===== src/rtl/mul_share_sched.sv =====
// mul_share_sched: round-robin sequencer sharing one repeated-addition multiplier among NREQ requesters.
module mul_share_sched #(
  parameter int W    = 16,
  parameter int NREQ = 4
) (
  input  logic              clk,
  input  logic              rst,
  input  logic [NREQ-1:0]   req,
  input  logic [NREQ*W-1:0] req_a,
  input  logic [NREQ*W-1:0] req_b,
  output logic [NREQ-1:0]   gnt,
  output logic [NREQ-1:0]   done,
  output logic [W-1:0]      result,
  output logic              busy,
  output logic [W-1:0]      dp_data,
  output logic              ld_a,
  output logic              ld_b,
  output logic              clr_p,
  output logic              ld_p,
  output logic              dec_b,
  input  logic              eqz,
  input  logic [W-1:0]      dp_prod
);
  localparam int IW = (NREQ > 1) ? $clog2(NREQ) : 1;
  typedef enum logic [2:0] {IDLE, LOAD_A, LOAD_B, MUL, DONE} state_t;
  state_t state, state_nx;
  logic [IW-1:0] ptr, gid, sel, idx;
  logic found;
  // Scan downward so the index closest to ptr (wrapping) is the last one kept.
  always_comb begin
    sel = ptr;
    idx = '0;
    found = 1'b0;
    for (int k = NREQ - 1; k >= 0; k--) begin
      idx = IW'((int'(ptr) + k) % NREQ);
      if (req[idx]) begin
        sel = idx;
        found = 1'b1;
      end
    end
  end
  always_ff @(posedge clk or posedge rst) begin
    if (rst) begin
      state  <= IDLE;
      ptr    <= '0;
      gid    <= '0;
      result <= '0;
    end else begin
      state <= state_nx;
      if (state == IDLE && found) gid <= sel;
      if (state == MUL && eqz) result <= dp_prod;
      if (state == DONE) ptr <= (gid == IW'(NREQ - 1)) ? '0 : gid + 1'b1;
    end
  end
  always_comb begin
    state_nx = state;
    busy     = state != IDLE;
    gnt      = busy ? NREQ'(1) << gid : '0;
    done     = (state == DONE) ? gnt : '0;
    dp_data  = '0;
    ld_a     = 1'b0;
    ld_b     = 1'b0;
    clr_p    = 1'b0;
    ld_p     = 1'b0;
    dec_b    = 1'b0;
    case (state)
      IDLE:   state_nx = found ? LOAD_A : IDLE;
      LOAD_A: begin
        dp_data  = req_a[int'(gid)*W +: W];
        ld_a     = 1'b1;
        state_nx = LOAD_B;
      end
      LOAD_B: begin
        dp_data  = req_b[int'(gid)*W +: W];
        ld_b     = 1'b1;
        clr_p    = 1'b1;
        state_nx = MUL;
      end
      MUL: begin
        ld_p     = !eqz;
        dec_b    = !eqz;
        state_nx = eqz ? DONE : MUL;
      end
      DONE:    state_nx = IDLE;
      default: state_nx = IDLE;
    endcase
  end
endmodule


===== config.mk =====
export PLATFORM = sky130hd
export DESIGN_NAME = mul_share_sched
export DESIGN_NICKNAME = d
export VERILOG_FILES = /design/src/rtl/mul_share_sched.sv
export SDC_FILE = /design/constraint.sdc
export NUM_CORES = 1
export LEC_CHECK = 0
export BUFFER_PORTS_ARGS = -buffer_cell sky130_fd_sc_hd__buf_2
export CORE_MARGIN = 2
export CORE_UTILIZATION = 38
export DETAILED_ROUTE_END_ITERATION = 8
export GPL_ROUTABILITY_DRIVEN = 0
export MAX_ROUTING_LAYER = met4
export PLACE_DENSITY_LB_ADDON = 0.1
export SLEW_MARGIN = 5
export SYNTH_ARGS = -nofsm -noshare
export SYNTH_HDL_FRONTEND = slang
export SYNTH_SLANG_ARGS = --single-unit

===== constraint.sdc =====
create_clock -name clk -period 2.5 [get_ports clk]
set_clock_uncertainty 0.2 [all_clocks]
set_input_delay 0.5 -clock clk [delete_from_list [all_inputs] [get_ports clk]]
set_output_delay 0.5 -clock clk [all_outputs]
set_load 0.05 [all_outputs]

# Word level (Yosys, flattened, before mapping)

Index checks and enable logic that the tools add are counted.

Add/subtract/negate cells: 4
Equal/unequal tests: 5
Order comparisons: 4
Reduce and logical (&&, ||, !) cells: 5
Muxes and demuxes: 26
Shifts and indexed selects: 3

Operator list:

| cell                                                                         | number |
|---|---|
| 64-bit by 7-bit variable part select with 16-bit output                      | 2 |
| 16-bit case mux with 2 select lines                                          | 1 |
| 2-bit by 3-bit less-than comparator with 1-bit output, second input constant | 4 |
| 1-bit two-way mux                                                            | 12 |
| 3-bit case mux with 4 select lines                                           | 1 |
| 2-bit two-way mux                                                            | 5 |
| 1-bit binary-select mux with 2-bit select                                    | 4 |
| 4-bit two-way mux                                                            | 2 |
| 3-bit by 2-bit == test with 1-bit output, second input constant              | 2 |
| 2-bit by 1-bit adder with 2-bit output, second input constant                | 2 |
| 2-bit adder, second input constant                                           | 2 |
| 1-bit by 2-bit left shift with 4-bit output, first input constant            | 1 |
| 3-bit by 1-bit == test with 1-bit output, second input constant              | 1 |
| 3-bit == test, second input constant                                         | 1 |
| 3-bit logical NOT                                                            | 1 |
| 3-bit two-way mux                                                            | 1 |
| 3-bit nonzero test                                                           | 1 |
| 2-bit == test, second input constant                                         | 1 |
| 1-bit logical AND                                                            | 2 |
| 1-bit logical NOT                                                            | 1 |

Bits in registers: 23
Word-level logic and storage cells: 51
Output and inout port bits: 46

# Longest topological paths before layout

Gate-level depths: netlist of run 1.

Word-level depth: 9
Depth in mapped cells: 5
Gate-level depth less buffers: 3

# Worst setup path after synthesis of run 1

Ideal clock, no wire load.

Kind: register to output
Start point: reg state[2]
End point: out dp_data[10]
Arrival: 1.849 ns
Slack: -0.049 ns
Stages on the path, launching flop included: 6
Cells stage by stage: dfrtp_1 buf_6 nor3b_4 buf_4 mux4_2 a22o_1

Cells in the longest elaborated chain, start to end: 2

Ends and longest elaborated chain:

| what                                                                                                 | line | RTL |
|---|---|---|
| from (decl)                                                                                          | 26   | `state_t state, state_nx;` |
| from (signal assigned)                                                                               | 49   | `state <= state_nx;` |
| 3-bit by 2-bit == test with 1-bit output or 3-bit by 1-bit == test with 1-bit output (tied branches) | 66   | `case (state)` |
| 16-bit case mux with 2 select lines *                                                                | 66   |  |
| to (decl)                                                                                            | 15   | `output logic [W-1:0] dp_data,` |

Mark *: on every way between the ends. The rest lies on a longest branch, timed or not.

# Worst setup path in the final report of run 1

Start point: reg state[2]
End point: out dp_data[14]

The elaborated chain is that of the path after synthesis.

==> impl_metrics.csv, run 1 <==
group,metric,value,unit
detailed_routing,avgViaCountPerCell,5.15,
detailed_routing,vias,2199,
timing,rsz0062_at_grt,"true",
placed_design,dpl_cell_area,3190,um^2
cts,clock_sinks,23,
floorplan,rows,27,
detailed_routing,drt-initial-drc-count,67,
detailed_routing,routed_wl,7390,um
power,p_total,5190,uW
yosys,netlist.area_leader.share,34.3,%
floorplan,ios,197,
yosys,ys_types,33,
yosys,synth_nets,307,
setup_path,critPathLaunchType,"flip-flop",
global_routing,grt-busiest-layer,"met2",
global_routing,grt_pass1_vias,2134,
floorplan,dieArea,6140,um^2
cells_and_area,design_area,3420,um^2
timing,tightestPinTransition,583,ps
cts,clk_latency,260,ps
global_routing,gr-usage-met3,4.37,%
yosys,yosysTopAreaCell,"mux4_2",
detailed_routing,drcViolationCount,0,
power,vdd_drop_max,906,uV
global_routing,grt_max_degree,20,
detailed_routing,ant_nets,0,
cells_and_area,drive_gt1_share,78.9,%
yosys,ys_seq_area_share,27.4,%
power,p_leak,0.00172,uW
yosys,synth_most_common_cell,"mux4_2",
cells_and_area,area_delta_synth_final,62.6,%
placed_design,io_buffers,196,
cts,clkTransAtPathRegs,80,ps
global_routing,antenna_found_initial,0,
run_status,run_status,"finished with violations",
yosys,yosys_warnings,0,
setup_path,worstPathMaxFanout,4,
floorplan,core_area,5440,um^2
cts,htreeDepth,1,
cells_and_area,antenna_cells,0,
cells_and_area,nets,511,
setup_path,end_kind,"output port",
setup_path,required,1800,ps
placed_design,place_ws,12.8,ps
timing,hold_violations,0,
global_routing,use_met1,26.5,%
global_routing,grt_pass1_wl,10900,um
timing,period_needed,2650,ps
yosys,async_reset_ff_share,100,%
timing,holdWs,50.4,ps
timing,slew_viol_final,0,
cts,cts_tree,"yes",
setup_path,rrSetupSlack,420,ps
setup_path,path_class,"reg2out",
timing,min_period_over_period,106,%
yosys,synth_edf_count,0,
global_routing,grt_usage,23.4,%
floorplan,die_height,78.4,um
global_routing,grt_util_met2,43.6,%
floorplan,initial_utilization,38.6,%
timing,timing.fmax,378,MHz
detailed_routing,avgRoutedWirePerCell,17.3,um
yosys,yosys-top-cells-area,"mux4_2, dfrtp_1, mux2_2",
cts,cts-buffers-inserted,3,
power,power_density,1520,nW/um^2
yosys,syn_area,2100,um^2
floorplan,chipWidth,78.4,um
cts,clockRootBuffer,"clkbuf_8",
yosys,netlist_instances,152,
job,cap_violations,0,
yosys,synth_common_cells,"mux4_2, dfrtp_1, mux2_2, a22o_1, buf_4",
yosys,ys_ff_latch,23,
timing,layout_setup_ws,-146,ps
yosys,syn_area_per_cell,13.8,um^2
hold_path,hp-class,"in2async",
global_routing,overflow,0,
yosys,synth_ff_type,"dfrtp_1",
timing,relSlewSlack,61.0,%
run_status,violations,"setup timing",
setup_path,crit_arrival,1950,ps
cells_and_area,utilization,62.8,%
detailed_routing,drt_first_pass_iters,4,
timing,finalSetupViolations,16,
cts,cts_buffer_depth,2,
## critical path, stage by stage (launching register included)
cell     delay [ps]
dfrtp_1         410
nor3b_4         230
buf_6           160
mux4_2          500
a22o_1          230
buf_6           150
## metrics by stage
stage,cells,TNS (ps)
5_1_grt,427,-2600
3_5_place_dp,416,0
4_1_cts,427,-1770
2_1_floorplan,152,-10.3
6_report,427,-1470
3_3_place_gp,416,0
## flip-flops by register name, indices dropped and copies added (netlist names)
| name | count |
|---|---|
| ptr | 2 |
| gid | 2 |
| state | 3 |
| result | 16 |
## layout make-up
class,count,area (um^2)
clock buffers,4,45.0
fillers,455,2020
inverters,5,18.8
multi-input cells,108,1400
flip-flops and latches,23,577
well taps,72,90.1
repair buffers,215,1290
## layout by cell type, fill, tap and decap left out, drive strengths merged, types with 5 or more instances in the layout
master  instances
and2            8
inv             5
dfrtp          23
buf           214
a22o           16
clkbuf          5
mux2           18
mux4           32
nor2            5
## worst paths after layout
path / startpoint / endpoint / depth (start not counted)
hold reg to reg: result[11]$_DFFE_PP0P_ / result[11]$_DFFE_PP0P_ / 1
setup / recovery: state[2]$_DFF_PP0_ / dp_data[14] / 5
setup reg to reg: state[2]$_DFF_PP0_ / result[8]$_DFFE_PP0P_ / 4
hold / removal: rst / result[14]$_DFFE_PP0P_ / 2
max in group asynchronous: rst / result[8]$_DFFE_PP0P_ / 3
min in group clk: dp_prod[5] / result[5]$_DFFE_PP0P_ / 2
## timing repair
| action | 4_1_cts | 5_1_grt |
|---|---|---|
| gates resized for setup | 36 | 4 |
| setup buffers | 5 | 1 |
| pin swaps | 7 | 4 |
| hold buffers | 0 | 0 |
| setup endpoints to repair | 16 | 16 |
| cloned | 2 | 0 |
## cell families after synthesis
kind of cell | after synthesis | synth area share, %
compound gates | 23 | 8.99
xor+xnor | 1 | 0.417
fa+ha+maj | 4 | 2.38
buf+inv | 21 | 6.19
flops | 23 | 27.4
mux | 50 | 43.9
simple gates | 30 | 10.7
## report_power, final
group,internal (uW),leakage (uW),switching (uW)
registers,558,0.000276,115
clock network,114,0.0000228,113
logic,1750,0.00142,2540
## layer usage
metal | routed length, um | share of wire [%] | up-vias
li1 | - | - | 1015
met1 | 2650 | 36 | 1071
met2 | 4080 | 55 | 104
met3 | 546 | 7.4 | 9
met4 | 108 | 1.5 | 0
met5 | 0 | 0 | -
(Power assumes the default switching activity.)
==> inputs of run 2 (changes only) <==
- CORE_ASPECT_RATIO: default -> 1.75
- SLEW_MARGIN: 5 -> 15
==> impl_metrics.csv, run 2 (same netlist as run 1, synthesis figures left out) <==
group,metric,value,unit
cts,clock_sinks,23,
cells_and_area,stdcell_count,429,
cells_and_area,area_delta_synth_final,61.6,%
cts,cts-buffers-inserted,3,
setup_path,critPathLaunchType,"flip-flop",
floorplan,chipWidth,60.2,um
floorplan,initial_utilization,39.7,%
setup_path,path_class,"reg2out",
cells_and_area,largest_reg_flops,16,
cts,cts_buffer_depth,2,
setup_path,worstPathCellList,"nor3b_4, buf_6, buf_6, mux4_2, a22o_1, buf_6",
power,p_leak,0.00172,uW
setup_path,worstPathMaxFanout,10,
detailed_routing,drt_first_pass_iters,4,
global_routing,overflow,0,
cells_and_area,drive_gt1_share,78.9,%
cells_and_area,antenna_cells,0,
cts,htreeDepth,1,
floorplan,die_height,102,um
cells_and_area,utilization,64.1,%
timing,relSlewSlack,63.0,%
power,vdd_drop_max,910,uV
cells_and_area,nets,511,
floorplan,ios,197,
detailed_routing,routed_wl,7150,um
timing,slew_viol_final,0,
timing,layout_setup_ws,-134,ps
timing,hold_violations,0,
placed_design,dpl.hpwl,6110,um
run_status,violations,"setup timing",
detailed_routing,drcViolationCount,0,
setup_path,crit_top_cell,"buf_6",
global_routing,grt_pass1_wl,10200,um
timing,holdWs,67.8,ps
job,cap_violations,0,
timing,timing.fmax,380,MHz
timing,min_period_over_period,105,%
global_routing,grt_usage,22.4,%
detailed_routing,avgViaCountPerCell,5.23,
timing,finalSetupViolations,16,
cells_and_area,multiInputGateArea,1400,um^2
cts,clkTransAtPathRegs,80,ps
cells_and_area,layout_commonest_cell,"buf_2",
cts,cts_tree,"yes",
timing,fin_tns_setup,-1640,ps
setup_path,crit_path_top_delay_cell,"dfrtp_1",
run_status,run_status,"finished with violations",
cells_and_area,reg.largest.list,"result x16, state x3",
placed_design,io_buffers,196,
cells_and_area,n_fill_cell,455,
global_routing,grt_pass1_vias,2223,
floorplan,core_area,5300,um^2
timing,period_needed,2630,ps
floorplan,dieArea,6170,um^2
cts,clockRootBuffer,"clkbuf_8",
setup_path,cpPeakStageDelay,410,ps
global_routing,antenna_found_initial,0,
timing,rsz0062_at_grt,"true",
timing,tightestPinTransition,553,ps
setup_path,crit_arrival,1930,ps
power,power_density,1520,nW/um^2
setup_path,required,1800,ps
detailed_routing,vias,2242,
cells_and_area,seqCellArea,577,um^2
global_routing,grt_max_degree,24,
floorplan,rows,35,
placed_design,numPlacedInstances,419,
setup_path,end_kind,"output port",
cells_and_area,top_register,"result",
cts,clk_latency,250,ps
placed_design,place_ws,28.8,ps
detailed_routing,ant_nets,0,
hold_path,hp-class,"in2async",
detailed_routing,avgRoutedWirePerCell,16.7,um
cells_and_area,layout_common_cells,"buf_2, mux4_2, dfrtp_1",
detailed_routing,drt-initial-drc-count,109,
[run 2: critical path, delay by kind of cell (launching register included)]
kind,cells,cell delay (ps)
and+or+nand+nor,1,260
DFF,1,410
buffers and inverters,3,430
muxes,1,320
AOI/OAI and AO/OA,1,260
[run 2: timing repair]
action,4_1_cts,5_1_grt
buffers inserted,5,1
hold buffers,0,0
pin swaps,6,3
hold endpoints to repair,0,0
resized for setup,34,6
setup endpoints to repair,16,16
[run 2: worst paths after layout]
check	depth (start not counted)	endpoint	start	slack, ps
setup / recovery	6	dp_data[13]	state[2]$_DFF_PP0_	-130
hold / removal	3	result[6]$_DFFE_PP0P_	rst	70
setup reg to reg	4	result[5]$_DFFE_PP0P_	state[2]$_DFF_PP0_	480
hold reg to reg	1	result[10]$_DFFE_PP0P_	result[10]$_DFFE_PP0P_	300
max in group asynchronous	3	gid[0]$_DFFE_PP0P_	rst	1790
min in group clk	2	result[7]$_DFFE_PP0P_	dp_prod[7]	270
[run 2: through the flow]
step                      total power (uW)  area [um^2]
after global routing                  5420         3400
after detailed placement              4500         3180
after CTS                             5110         3370
after global placement                4460         3180
final                                 5150         3400
after floorplan                       3740         2110
[run 2: final cells by class]
class	count	area share [%]
sequential	23	17.0
inverter	5	0.552
clock buffer	4	1.33
timing repair buffer	215	37.3
multi-input combinational	108	41.1
tap	74	2.73
[run 2: layer usage]
metal  GRT usage, %  vias up  wire, um
li1               -     1020         -
met1           21.2     1074      2290
met2           42.2      130      3960
met3           4.56       18       704
met4           8.38        0       191
met5              -        -         0
[run 2: power breakdown]
group          internal, uW  switching (uW)  total, uW
clock                   113             106        219
sequential              559             117        676
combinational          1730            2530       4250
total                  2400            2750       5150
==> inputs of run 3 (changes only) <==
- CELL_PAD_IN_SITES_DETAIL_PLACEMENT: default -> 0
- CELL_PAD_IN_SITES_GLOBAL_PLACEMENT: default -> 1
- CORE_UTILIZATION: 38 -> 26
==> impl_metrics.csv, run 3 (same netlist as run 1, synthesis figures left out) <==
group,metric,value,unit
run_status,run_status,"finished with violations",
run_status,violations,"setup timing",
power,vdd_drop_max,698,uV
hold_path,hp-class,"in2async",
setup_path,crit_buf_inv,2,
setup_path,required,1800,ps
setup_path,worstPathCellList,"nor3b_4, buf_12, mux4_2, a22o_1, buf_6",
job,cap_violations,0,
detailed_routing,drt_first_pass_iters,4,
floorplan,core_area,7910,um^2
detailed_routing,avgRoutedWirePerCell,17.8,um
cells_and_area,design_area,3500,um^2
detailed_routing,drcViolationCount,0,
setup_path,r2r_cells,3,
detailed_routing,routed_wl,8020,um
setup_path,worstPathMaxFanout,5,
cts,hold_buffers,0,
detailed_routing,vias,2220,
floorplan,rows,43,
floorplan,die_height,123,um
cells_and_area,top_register,"result",
global_routing,grt_pass1_vias,2337,
cells_and_area,multiInputGateArea,1400,um^2
setup_path,end_kind,"output port",
cts,clockRootBuffer,"clkbuf_16",
power,p_leak,0.00175,uW
timing,period_needed,2640,ps
floorplan,chipWidth,72.0,um
cells_and_area,seqCellArea,577,um^2
cells_and_area,reg.largest.list,"result x16, state x3",
cells_and_area,stdcell_count,450,
cells_and_area,layout_common_cells,"buf_2, mux4_2, dfrtp_1",
detailed_routing,ant_nets,0,
global_routing,grt_usage,18.8,%
setup_path,critPathLaunchType,"flip-flop",
timing,finalSetupViolations,16,
global_routing,grt_pass1_wl,12400,um
setup_path,crit_path_top_delay_cell,"mux4_2",
global_routing,grt_max_degree,18,
placed_design,io_buffers,196,
setup_path,path_class,"reg2out",
cells_and_area,area_delta_synth_final,66.5,%
cts,clkTransAtPathRegs,60,ps
cts,clk_latency,250,ps
setup_path,cp_top_family,"multiplexers",
cts,cts_tree,"yes",
placed_design,dpl_cell_area,3280,um^2
timing,min_period_over_period,106,%
floorplan,initial_utilization,26.6,%
power,power_density,1540,nW/um^2
floorplan,ios,197,
setup_path,crit_arrival,1940,ps
timing,timing.fmax,379,MHz
detailed_routing,drt-initial-drc-count,36,
cells_and_area,largest_reg_flops,16,
timing,relSlewSlack,63.5,%
power,p_total,5380,uW
cells_and_area,n_fill_cell,792,
cts,htreeDepth,1,
detailed_routing,avgViaCountPerCell,4.93,
setup_path,cpPeakStageDelay,490,ps
global_routing,overflow,0,
cells_and_area,layout_commonest_cell,"buf_2",
cells_and_area,drive_gt1_share,79.3,%
cts,clock_sinks,23,
timing,tightestPinTransition,546,ps
cts,cts_buffer_depth,2,
global_routing,antenna_found_initial,3,
placed_design,place_ws,62.3,ps
cells_and_area,nets,513,
setup_path,crit_cells,5,
timing,hold_violations,0,
timing,rsz0062_at_grt,"true",
floorplan,dieArea,8850,um^2
cts,cts-buffers-inserted,3,
placed_design,dpl.hpwl,7130,um
timing,slew_viol_final,0,
timing,holdWs,53.4,ps
timing,layout_setup_ws,-140,ps
placed_design,numPlacedInstances,440,
==> run 3: changes by cell type in the layout (fill, tap and decap cells not counted), moves of 2 or more <==
cell / before / now
diode_2: 0 / 3
clkbuf_16: 0 / 3
buf_6: 19 / 17
buf_4: 13 / 15
buf_12: 2 / 5
clkbuf_8: 3 / 0
==> run 3: worst paths after layout <==
path	slack, ps	to	start
max reg2reg	590	result[15]$_DFFE_PP0P_	state[2]$_DFF_PP0_
min	50	result[10]$_DFFE_PP0P_	rst
min in group clk	280	result[12]$_DFFE_PP0P_	dp_prod[12]
max in group asynchronous	1510	result[6]$_DFFE_PP0P_	rst
min reg2reg	300	result[1]$_DFFE_PP0P_	result[1]$_DFFE_PP0P_
max	-140	dp_data[14]	state[2]$_DFF_PP0_
==> run 3: layout make-up <==
| type | count | share of cell area [%] |
|---|---|---|
| diodes | 3 | 0.215 |
| clock buffers | 3 | 2.15 |
| well taps | 90 | 3.22 |
| inverters | 5 | 0.536 |
| flip-flops and latches | 23 | 16.5 |
| multi-input cells | 108 | 39.9 |
| repair buffers | 217 | 37.4 |
| clock inverters | 1 | 0.143 |
==> run 3: per-layer routing <==
layer  GRT usage [%]  vias up  part of all wire (%)
met5               -        -                     0
met4            4.95        0                   1.1
met3            3.75        6                   8.3
met2            35.1      124                    55
met1            19.9     1067                    36
li1                -     1023                     -
==> run 3: through the flow <==
step | util (%) | TNS [ps]
after global placement | 41.5 | 0
final | 44.2 | -1550
after floorplan | - | -10.3
after CTS | 43.8 | -1810
after detailed placement | 41.5 | 0
after global routing | 44.2 | -2560
==> run 3: where the power goes <==
| part | switching (uW) | total (uW) | internal [uW] |
|---|---|---|---|
| sequential | 125 | 684 | 560 |
| combinational | 2550 | 4350 | 1800 |
| clock | 126 | 341 | 215 |
| total | 2800 | 5380 | 2570 |
==> run 3: repair_timing <==
item                                    in CTS  in global routing
buffers inserted                             0                  3
pin swaps                                    8                  4
endpoints found under the setup margin      16                 19
cloned                                       0                  0
resized for setup                           33                  1
